## src/rtl/ialu_pkg.sv

```systemverilog
// -----------------------------------------------------------------------------
// ialu_pkg
// Shared definitions for the pipelined integer ALU:
//   - opcode encodings
//   - operand/result width helpers (in_w, out_w)
//   - legal LATENCY range and its check
//   - opcode classifier used to turn NOP/reserved ops into bubbles
// -----------------------------------------------------------------------------
package ialu_pkg;

  localparam logic [2:0] OP_NOP   = 3'b000;
  localparam logic [2:0] OP_MUL   = 3'b001;
  localparam logic [2:0] OP_SUB   = 3'b010;
  localparam logic [2:0] OP_ADD   = 3'b011;
  localparam logic [2:0] OP_MAC   = 3'b100;
  localparam logic [2:0] OP_ACCRD = 3'b101;

  localparam int LATENCY_MIN = 2;
  localparam int LATENCY_MAX = 16;

  // Operand width: full product plus guard bits, less the duplicated sign bit.
  function automatic int in_w(input int dwidth, input int guard);
    return 2 * dwidth + guard - 1;
  endfunction

  // Result width: one extra bit so ADD/SUB of two IN_W operands never overflows.
  function automatic int out_w(input int dwidth, input int guard);
    return in_w(dwidth, guard) + 1;
  endfunction

  function automatic bit latency_ok(input int latency);
    return (latency >= LATENCY_MIN) && (latency <= LATENCY_MAX);
  endfunction

  // MUL..ACCRD are real operations; NOP and the reserved codes become bubbles.
  function automatic logic op_is_active(input logic [2:0] op);
    return (op >= OP_MUL) && (op <= OP_ACCRD);
  endfunction

endpackage

```

## src/rtl/ialu_delay_line.sv

```systemverilog
// -----------------------------------------------------------------------------
// ialu_delay_line
// Enabled shift register that carries a valid bit and a payload through DEPTH
// stages. All stages advance together when en=1 and hold when en=0.
// Ports:
//   clk, rst      clock, asynchronous active-high reset
//   en            advance enable
//   valid_i       valid bit entering stage 0
//   data_i        payload entering stage 0
//   valid_o       valid bit leaving the last stage
//   data_o        payload leaving the last stage
// -----------------------------------------------------------------------------
module ialu_delay_line
  import ialu_pkg::*;
#(
  parameter int DEPTH = 4,
  parameter int WIDTH = 8
) (
  input  logic             clk,
  input  logic             rst,
  input  logic             en,
  input  logic             valid_i,
  input  logic [WIDTH-1:0] data_i,
  output logic             valid_o,
  output logic [WIDTH-1:0] data_o
);

  if ((DEPTH < LATENCY_MIN - 1) || (DEPTH > LATENCY_MAX - 1)) begin : g_bad_depth
    $error("ialu_delay_line: DEPTH out of range");
  end

  logic [DEPTH-1:0] valid_q;
  logic [WIDTH-1:0] data_q [DEPTH];

  // NOTE: sequential state uses non-blocking assignments so every stage samples
  // the value its predecessor held before this edge, independent of statement order.
  always_ff @(posedge clk or posedge rst) begin
    if (rst) begin
      valid_q <= '0;
      // NOTE: the payload array is reset as well, not just the valid bits, so
      // Y never exposes stale operands after reset; it is only DEPTH flops deep.
      for (int i = 0; i < DEPTH; i++) begin
        data_q[i] <= '0;
      end
    end else if (en) begin
      valid_q[0] <= valid_i;
      data_q[0]  <= data_i;
      for (int i = 1; i < DEPTH; i++) begin
        valid_q[i] <= valid_q[i-1];
        data_q[i]  <= data_q[i-1];
      end
    end
  end

  assign valid_o = valid_q[DEPTH-1];
  assign data_o  = data_q[DEPTH-1];

endmodule

```

## src/rtl/ialu_pipe.sv

```systemverilog
// -----------------------------------------------------------------------------
// ialu_pipe
// Pipelined integer ALU with a valid pipeline, global stall enable and an
// internal multiply-accumulate register (ACC) with read-and-clear.
// Operations enter a LATENCY-1 deep delay line; the final execute/output stage
// computes the result, updates ACC in program order and registers Y.
// Ports:
//   clk        rising-edge clock
//   rst        asynchronous reset, active-high
//   en         pipeline advance enable; 0 freezes every register
//   in_valid   operation present on opcode/A/B
//   opcode     operation select (NOP, MUL, SUB, ADD, MAC, ACCRD)
//   A, B       IN_W-bit two's complement operands
//   Y          OUT_W-bit registered result
//   out_valid  Y holds a new result this cycle
//   ovf        signed overflow of the accumulator on this result (MAC only)
// -----------------------------------------------------------------------------
module ialu_pipe
  import ialu_pkg::*;
#(
  parameter  int DWIDTH  = 16,
  parameter  int GUARD   = 6,
  parameter  int LATENCY = 5,
  localparam int IN_W    = in_w(DWIDTH, GUARD),
  localparam int OUT_W   = out_w(DWIDTH, GUARD)
) (
  input  logic             clk,
  input  logic             rst,
  input  logic             en,
  input  logic             in_valid,
  input  logic [2:0]       opcode,
  input  logic [IN_W-1:0]  A,
  input  logic [IN_W-1:0]  B,
  output logic [OUT_W-1:0] Y,
  output logic             out_valid,
  output logic             ovf
);

  localparam int PW = 3 + 2 * IN_W;

  if (!latency_ok(LATENCY)) begin : g_bad_latency
    $error("ialu_pipe: LATENCY must be within 2..16");
  end
  if (GUARD < 1) begin : g_bad_guard
    $error("ialu_pipe: GUARD must be at least 1");
  end

  // ---------------------------------------------------------------------------
  // Operand transport: bubbles are marked invalid at entry so the execute
  // stage never sees NOP or reserved codes with valid set.
  // ---------------------------------------------------------------------------
  logic          in_op_valid;
  logic          ex_valid;
  logic [PW-1:0] ex_payload;
  logic [2:0]    ex_op;
  logic [IN_W-1:0] ex_a;
  logic [IN_W-1:0] ex_b;

  assign in_op_valid = in_valid && op_is_active(opcode);

  ialu_delay_line #(
    .DEPTH (LATENCY - 1),
    .WIDTH (PW)
  ) u_delay (
    .clk     (clk),
    .rst     (rst),
    .en      (en),
    .valid_i (in_op_valid),
    .data_i  ({opcode, A, B}),
    .valid_o (ex_valid),
    .data_o  (ex_payload)
  );

  assign ex_op = ex_payload[PW-1 -: 3];
  assign ex_a  = ex_payload[2*IN_W-1 -: IN_W];
  assign ex_b  = ex_payload[IN_W-1:0];

  // ---------------------------------------------------------------------------
  // Execute datapath
  // ---------------------------------------------------------------------------
  logic               out_valid_q, out_valid_d;
  logic               ovf_q, ovf_d;
  logic [OUT_W-1:0]   y_q, y_d;
  logic [OUT_W-1:0]   acc_q, acc_d;

  logic signed [2*DWIDTH-1:0] mul_a, mul_b, prod;
  logic [OUT_W-1:0]           prod_ext, sext_a, sext_b, mac_sum;
  logic                       mac_ovf;

  always_comb begin
    // Operands are widened to the product width first so the multiply is
    // computed at full precision without relying on context sizing.
    mul_a    = {{DWIDTH{ex_a[DWIDTH-1]}}, ex_a[DWIDTH-1:0]};
    mul_b    = {{DWIDTH{ex_b[DWIDTH-1]}}, ex_b[DWIDTH-1:0]};
    prod     = mul_a * mul_b;
    prod_ext = {{GUARD{prod[2*DWIDTH-1]}}, prod};
    sext_a   = {ex_a[IN_W-1], ex_a};
    sext_b   = {ex_b[IN_W-1], ex_b};
    mac_sum  = acc_q + prod_ext;
    // Overflow: addends agree in sign but the wrapped sum does not.
    mac_ovf  = (acc_q[OUT_W-1] == prod_ext[OUT_W-1]) &&
               (mac_sum[OUT_W-1] != acc_q[OUT_W-1]);
  end

  always_comb begin
    // NOTE: every output of this block gets a default before any branch, so no
    // path leaves a value unassigned and no latch is inferred.
    out_valid_d = ex_valid;
    y_d         = y_q;
    ovf_d       = ovf_q;
    acc_d       = acc_q;
    if (ex_valid) begin
      ovf_d = 1'b0;
      case (ex_op)
        OP_MUL: y_d = prod_ext;
        OP_SUB: y_d = sext_a - sext_b;
        OP_ADD: y_d = sext_a + sext_b;
        OP_MAC: begin
          y_d   = mac_sum;
          acc_d = mac_sum;
          ovf_d = mac_ovf;
        end
        OP_ACCRD: begin
          y_d   = acc_q;
          acc_d = '0;
        end
        default: y_d = y_q;
      endcase
    end
  end

  always_ff @(posedge clk or posedge rst) begin
    if (rst) begin
      out_valid_q <= 1'b0;
      y_q         <= '0;
      ovf_q       <= 1'b0;
      acc_q       <= '0;
    end else if (en) begin
      out_valid_q <= out_valid_d;
      y_q         <= y_d;
      ovf_q       <= ovf_d;
      acc_q       <= acc_d;
    end
  end

  assign Y         = y_q;
  assign out_valid = out_valid_q;
  assign ovf       = ovf_q;

endmodule

```

## config.mk

```make
export PLATFORM = sky130hd
export DESIGN_NAME = ialu_pipe
export DESIGN_NICKNAME = d
export VERILOG_FILES = /design/src/rtl/ialu_pkg.sv /design/src/rtl/ialu_delay_line.sv /design/src/rtl/ialu_pipe.sv
export SDC_FILE = /design/constraint.sdc
export NUM_CORES = 2
export LEC_CHECK = 0
export ABC_AREA = 1
export BUFFER_PORTS_ARGS = -buffer_cell sky130_fd_sc_hd__buf_4
export CAP_MARGIN = 0
export CELL_PAD_IN_SITES_DETAIL_PLACEMENT = 1
export CELL_PAD_IN_SITES_GLOBAL_PLACEMENT = 1
export CORE_ASPECT_RATIO = 1.75
export CORE_MARGIN = 3
export CORE_UTILIZATION = 50
export CTS_BUF_LIST = sky130_fd_sc_hd__clkbuf_8
export DETAILED_ROUTE_END_ITERATION = 8
export GPL_TIMING_DRIVEN = 0
export HOLD_SLACK_MARGIN = 0.05
export PLACE_DENSITY_LB_ADDON = 0.3
export SYNTH_ARGS = -nofsm -noshare
export SYNTH_HDL_FRONTEND = slang
export SYNTH_SLANG_ARGS = --single-unit
```

## constraint.sdc

```tcl
create_clock -name clk -period 22.2 [get_ports clk]
set_input_delay 2.22 -clock clk [delete_from_list [all_inputs] [get_ports clk]]
set_output_delay 2.22 -clock clk [all_outputs]
set_load 0.05 [all_outputs]
```

# ---- Yosys cells after proc, flatten, opt, wreduce, memory -nomap -nowiden
# Index checks and enable logic that the tools add are counted.
dict set report op_classes {
  n_addsub 3
  multipliers 1
  order_cmp 2
  eq_ne 7
  muxes 3
  reduce_logical 8
}
# operator n
set ops {}
lappend ops {{$pmux W38 S5} 1}
lappend ops {{$pmux W38 S2} 1}
lappend ops {{$add A37 B37 Y38} 1}
lappend ops {{$add A38 B38 Y38} 1}
lappend ops {{$sub A37 B37 Y38} 1}
lappend ops {{$mul A16 B16 Y32} 1}
lappend ops {{$eq A3 B2 Y1 const B} 2}
lappend ops {{$eq A3 B3 Y1 const B} 2}
lappend ops {{$reduce_and A3 Y1} 2}
lappend ops {{$reduce_bool A5 Y1} 1}
lappend ops {{$eq A3 B1 Y1 const B} 1}
lappend ops {{$ge A3 B1 Y1 const B} 1}
lappend ops {{$le A3 B3 Y1 const B} 1}
lappend ops {{$logic_and A1 B1 Y1} 3}
lappend ops {{$reduce_and A2 Y1} 1}
lappend ops {{$reduce_bool A2 Y1} 1}
lappend ops {{$eq A1 B1 Y1} 1}
lappend ops {{$mux W1} 1}
lappend ops {{$ne A1 B1 Y1} 1}
dict set report word_totals {
  regBits 390
  inputBits 81
  output_inout_bits 40
}

# ---- Depth between registers and ports, before layout
dict set report logic_depth {
  word_depth 5
  mapped_depth 41
  depth_no_buf 39
}

# ---- Cells and area by module
# From an unflattened synthesis, not the netlist that was laid out.
dict set report unflattened {
  hier_cells 4459
  area_unflattened_um2 33085.5
}
# module n_inst cells_per_inst area_each_um2
set modules_own_cells {}
lappend modules_own_cells {ialu_pipe 1 3063 20662.3}
lappend modules_own_cells {ialu_delay_line 1 1396 12423.2}

# ---- Worst setup path before layout
# Ideal clock, no wire load.
dict set report synth_timing {
  path_type {register to register}
  start {reg u_delay.data_q, in the netlist u_delay.data_o[44]}
  end {reg y_q[35], in the netlist Y[35]}
  setup_ns 0.118
  arrival_time_ns 7.020
  path_slack_ns 15.062
  stages_incl_launch_ff 39
  synth_period_minus_slack_ns 7.138
  path_cell_list {dfrtp_1 clkbuf_1 clkbuf_1 nand2_1 fa_1 inv_1 fa_1 inv_1 fa_1 inv_1 fa_1 fa_1 inv_1 fa_1 inv_1 ha_1 nand2_1 inv_1 [... 3 more ...] o21ai_0 nand2_1 inv_1 or2_2 ha_1 nand2_1 nor2_1 inv_1 nor2_1 inv_1 nor3_1 nand3_1 nand3_1 nand2_1 nand3_1 nand3_1 nor2_1 nor2_1}
}
dict set report synth_via {
  elab_chain_cells 3
}
# item line
set synth_rtl {}
lappend synth_rtl {{start: declaration} ialu_delay_line.sv:33} ;# logic [WIDTH-1:0] data_q [DEPTH];
lappend synth_rtl {{start signal: indexed assignment} ialu_delay_line.sv:50} ;# data_q[i] <= data_q[i-1];
lappend synth_rtl {{$mul A16 B16 Y32} ialu_pipe.sv:95} ;# prod = mul_a * mul_b;
lappend synth_rtl {{$add A38 B38 Y38} ialu_pipe.sv:99} ;# mac_sum = acc_q + prod_ext;
lappend synth_rtl {{$pmux W38 S5 *} ialu_pipe.sv:114} ;# case (ex_op)
lappend synth_rtl {{end signal: assignment} ialu_pipe.sv:140} ;# y_q <= y_d;
lappend synth_rtl {{end: declaration} ialu_pipe.sv:83} ;# logic [OUT_W-1:0] y_q, y_d;
# Mark *: on every way between the ends. The rest lies on a longest branch, timed or not.
# A chain may end at the register's enable or synchronous reset.

# ---- Worst setup path after layout
dict set report layout_timing {
  start {reg u_delay.data_q, in the netlist u_delay.data_o[52]}
  end {reg y_q[34], in the netlist Y[34]}
}
# The elaborated chain is that of the path after synthesis.

==> impl_summary.txt <==
----------------------------------------------------
[Setup path]
  Worst path arrival time ... 10680 ps
  Type of destination of the critical path ... flop
  Count of buffer and inverter cells on the critical path ... 6
  Delay of the slowest cell on the worst path ... 670 ps
  Slowest stage cell, crit path ... fa_1
  Family of cells with the greatest summed delay on the critical path ... adder cells
  Element type at the critical path start ... flop
  Kind of critical path ... flop to flop
  Critical path required time ... 22830 ps
  CP max FO ... 10

[STA]
  Min Clock Period, post-route ... 10050 ps
  Max-slew violation total from the final report ... 0
  Setup TNS Final ... 0 ps
  Achievable Freq ... 99.46 MHz
  Worst rel slew slack ... 0.3475
  Post-route fraction of the period consumed by the critical path ... 0.4529
  Worst hold-check slack ... 473.0 ps
  Worst clock skew on the final layout ... 76.12 ps
  Final-report setup violation count ... 0
  Slew of the pin with the lowest slew margin ... 978.7 ps
  Unrepaired setup endpoints after global routing ... no
  Count of final hold-check violations ... 0

[Yosys]
  Synth cell types ... 54
  Area share of and/or/nand/nor cells after synthesis ... 0.2400
  Complex-gate fraction of the synthesized area ... 0.09737
  Post-Syn Nets ... 4798
  Most common flop cell mapped by yosys ... dfrtp_1
  Post-synthesis register bit count ... 390
  Main combinational cell family by area after synthesis ... simple AND/OR/NAND/NOR gates
  Proportion of synthesized area in mux cells ... 0
  Yosys warning total ... 0
  Post-synthesis cell area ... 32120 um^2
  Part of the Yosys area used for sequential elements ... 0.3038
  Number of instances in the synthesized netlist ... 4296
  Xor/xnor share of the synthesized area ... 0.02072
  Adder and majority cell fraction of the synthesized area ... 0.2257
  FFs w/ async S/R, synth ... 1.000
  Synthesized area divided by synthesized cell count ... 7.477 um^2
  Number of flops mapped to enable cells by yosys ... 0

[Layout]
  Proportion of layout cells with a drive suffix above 1 ... 0.06217
  Filler instances ... 8162
  Area of the multi-input gates ... 18750 um^2
  Net count, final ... 4982
  Layout-stage area growth over the synthesis result ... 9.932%
  Footprint of the flip-flops and latches ... 9759 um^2
  Final Instance Area ... 35310 um^2

[Clock network]
  CTS clk-pin slew, worst paths ... 70 ps
  Number of sinks driven by the clock tree ... 390
  Clock latency reported for the late side of the worst-skew pair ... 740 ps
  CTS Buf Count ... 60
  CTS Root Cell ... clkbuf_8
  Resized Gates After CTS ... 0
  Clock tree from TritonCTS ... yes
  Count of hold buffers inserted by post-cts repair ... 0
  CTS H-Tree Depth ... 2
  Max Root-Sink Buffers ... 3
  Setup Buffers After CTS ... 0

[Floorplanning]
  Starting utilization of the core area ... 0.5059
  Width of the die ... 197.6 um
  Core Region ... 63500 um^2
  DIE HEIGHT ... 341.3 um
  Die Outline Area ... 67440 um^2
  Total number of placement rows ... 122
  Num ports ... 121

[Place]
  Buffers on Ports ... 119
  HPWL after DPL ... 102500 um
  Instance area after placement ... 34120 um^2
  Final weighted congestion in routability-driven placement ... 1.010

[Route]
  Detailed Route Iter0 Violations ... 1547
  ANT nets after route ... 0
  DR WL/cell ... 23.59 um
  Via Count ... 30000
  Via-per-instance ratio ... 5.632
  DRC Markers ... 0
  First-pass detailed-route iteration total ... 5
  Final wirelength ... 125600 um

[Global routing]
  Vias in the first global route ... 34100
  Wire length of the first global-routing pass ... 191400 um
  Maximum number of pins on one net before global-route repair ... 138
  Total routing resource utilization after global routing ... 0.3772
  Overflow after GRT ... 0
  Number of antenna violations at the first check in global routing ... 1

[Run]
  Max-cap violations ... 0

[Status]
  Status ... complete, no violations

[Worst hold path]
  Path class of the lowest-slack min-delay path ... flop to flop

----------------------------------------------------
-- worst paths after layout --
| path | cells after the start | startpoint | to | slack [ps] |
|---|---|---|---|---|
| setup / recovery | 31 | u_delay.data_o[52]$_DFFE_PP0P_ | Y[34]$_DFFE_PP0P_ | 12150 |
| hold / removal | 2 | u_delay.data_q[214]$_DFFE_PP0P_ | u_delay.data_q[137]$_DFFE_PP0P_ | 470 |
| setup reg to reg | 31 | u_delay.data_o[52]$_DFFE_PP0P_ | Y[34]$_DFFE_PP0P_ | 12150 |
| hold reg to reg | 2 | u_delay.data_q[214]$_DFFE_PP0P_ | u_delay.data_q[137]$_DFFE_PP0P_ | 470 |
| max in group asynchronous | 4 | rst | u_delay.data_q[267]$_DFFE_PP0P_ | 19330 |
| min in group asynchronous | 3 | rst | u_delay.data_o[29]$_DFFE_PP0P_ | 1710 |
-- synth_stat cells (all sizes together), types with 7 or more instances --
master     n  area (um^2)
fa       264         5285
clkbuf   127        476.7
a21o      11        82.58
nor3      24        120.1
xnor2     16        140.1
nand2   1340         5032
dfrtp    390         9759
or2       13        81.33
a21oi    150        765.7
buf       32        190.2
nand4     32        215.2
o21ai    331         1664
o211ai    18        135.1
ha       157         1964
inv      782         2935
nor2     286         1129
a31oi      8        50.05
nand3b    23        172.7
a32o       7        70.07
nand3    171        890.8
o21bai    17        127.6
xor2      60        525.5
-- logic make-up (layout without fill, tap and decap cells) --
family	after synthesis	after routing
AND/OR/NAND/NOR	1895	1895
flip-flops	390	390
other	0	1
AO/OA/AOI/OAI	571	571
buffers and inverters	943	1167
adder cells (fa/ha/maj)	421	421
XOR/XNOR	76	76
-- cell type report --
cell class	instances	share of cell area
antenna	1	0.00007086
buffer	159	0.01888
clock buffer	75	0.02923
clock inverter	27	0.004641
inverter	784	0.08362
multi-input combinational	2963	0.5310
sequential	390	0.2764
tap	806	0.02856
timing repair buffer	122	0.02764
-- per-stage QoR --
| stage | setup slack (ps) | util | instances |
|---|---|---|---|
| floorplan | 9139 | - | 4296 |
| global placement | 4890 | 0.5358 | 5221 |
| detailed placement | 12420 | 0.5372 | 5224 |
| CTS | 12440 | 0.5561 | 5326 |
| global route | 11890 | 0.5561 | 5327 |
| finish | 12150 | 0.5561 | 5327 |
-- placed cells by master (no fill, tap or decap), types with 16 or more instances in the layout --
master / instances
o211ai_1: 18
clkbuf_8: 75
inv_1: 790
nand4_1: 31
ha_1: 157
dfrtp_1: 390
o21ai_0: 322
buf_2: 17
a21oi_1: 146
fa_1: 264
nor3_1: 24
o21bai_1: 17
xnor2_1: 16
nand3b_1: 23
xor2_1: 60
clkbuf_1: 127
buf_4: 120
nor2_1: 274
nand2_1: 1339
nand3_1: 167
-- sequential cells by signal, summed over array words and instances (netlist names) --
name and count:
Y 38, u_delay.data_q 231, u_delay.data_o 77, acc_q 38, out_valid 1, u_delay.valid_q 4
ovf 1
-- routing by layer --
layer | part of all wire | vias to the layer above | GRT usage
li1 | - | 13540 | -
met1 | 0.33 | 14830 | 0.3675
met2 | 0.52 | 1082 | 0.6871
met3 | 0.049 | 543 | 0.05743
met4 | 0.11 | 0 | 0.3222
met5 | 0 | - | 0
-- worst min-delay path, stage by stage (launching register included) --
cell and delay (ps):
dfrtp_1 340, nand2_1 50, nand2_1 50
Power is not shown: default switching activity piles up to over one toggle a cycle in this logic, so the estimate is an artifact.
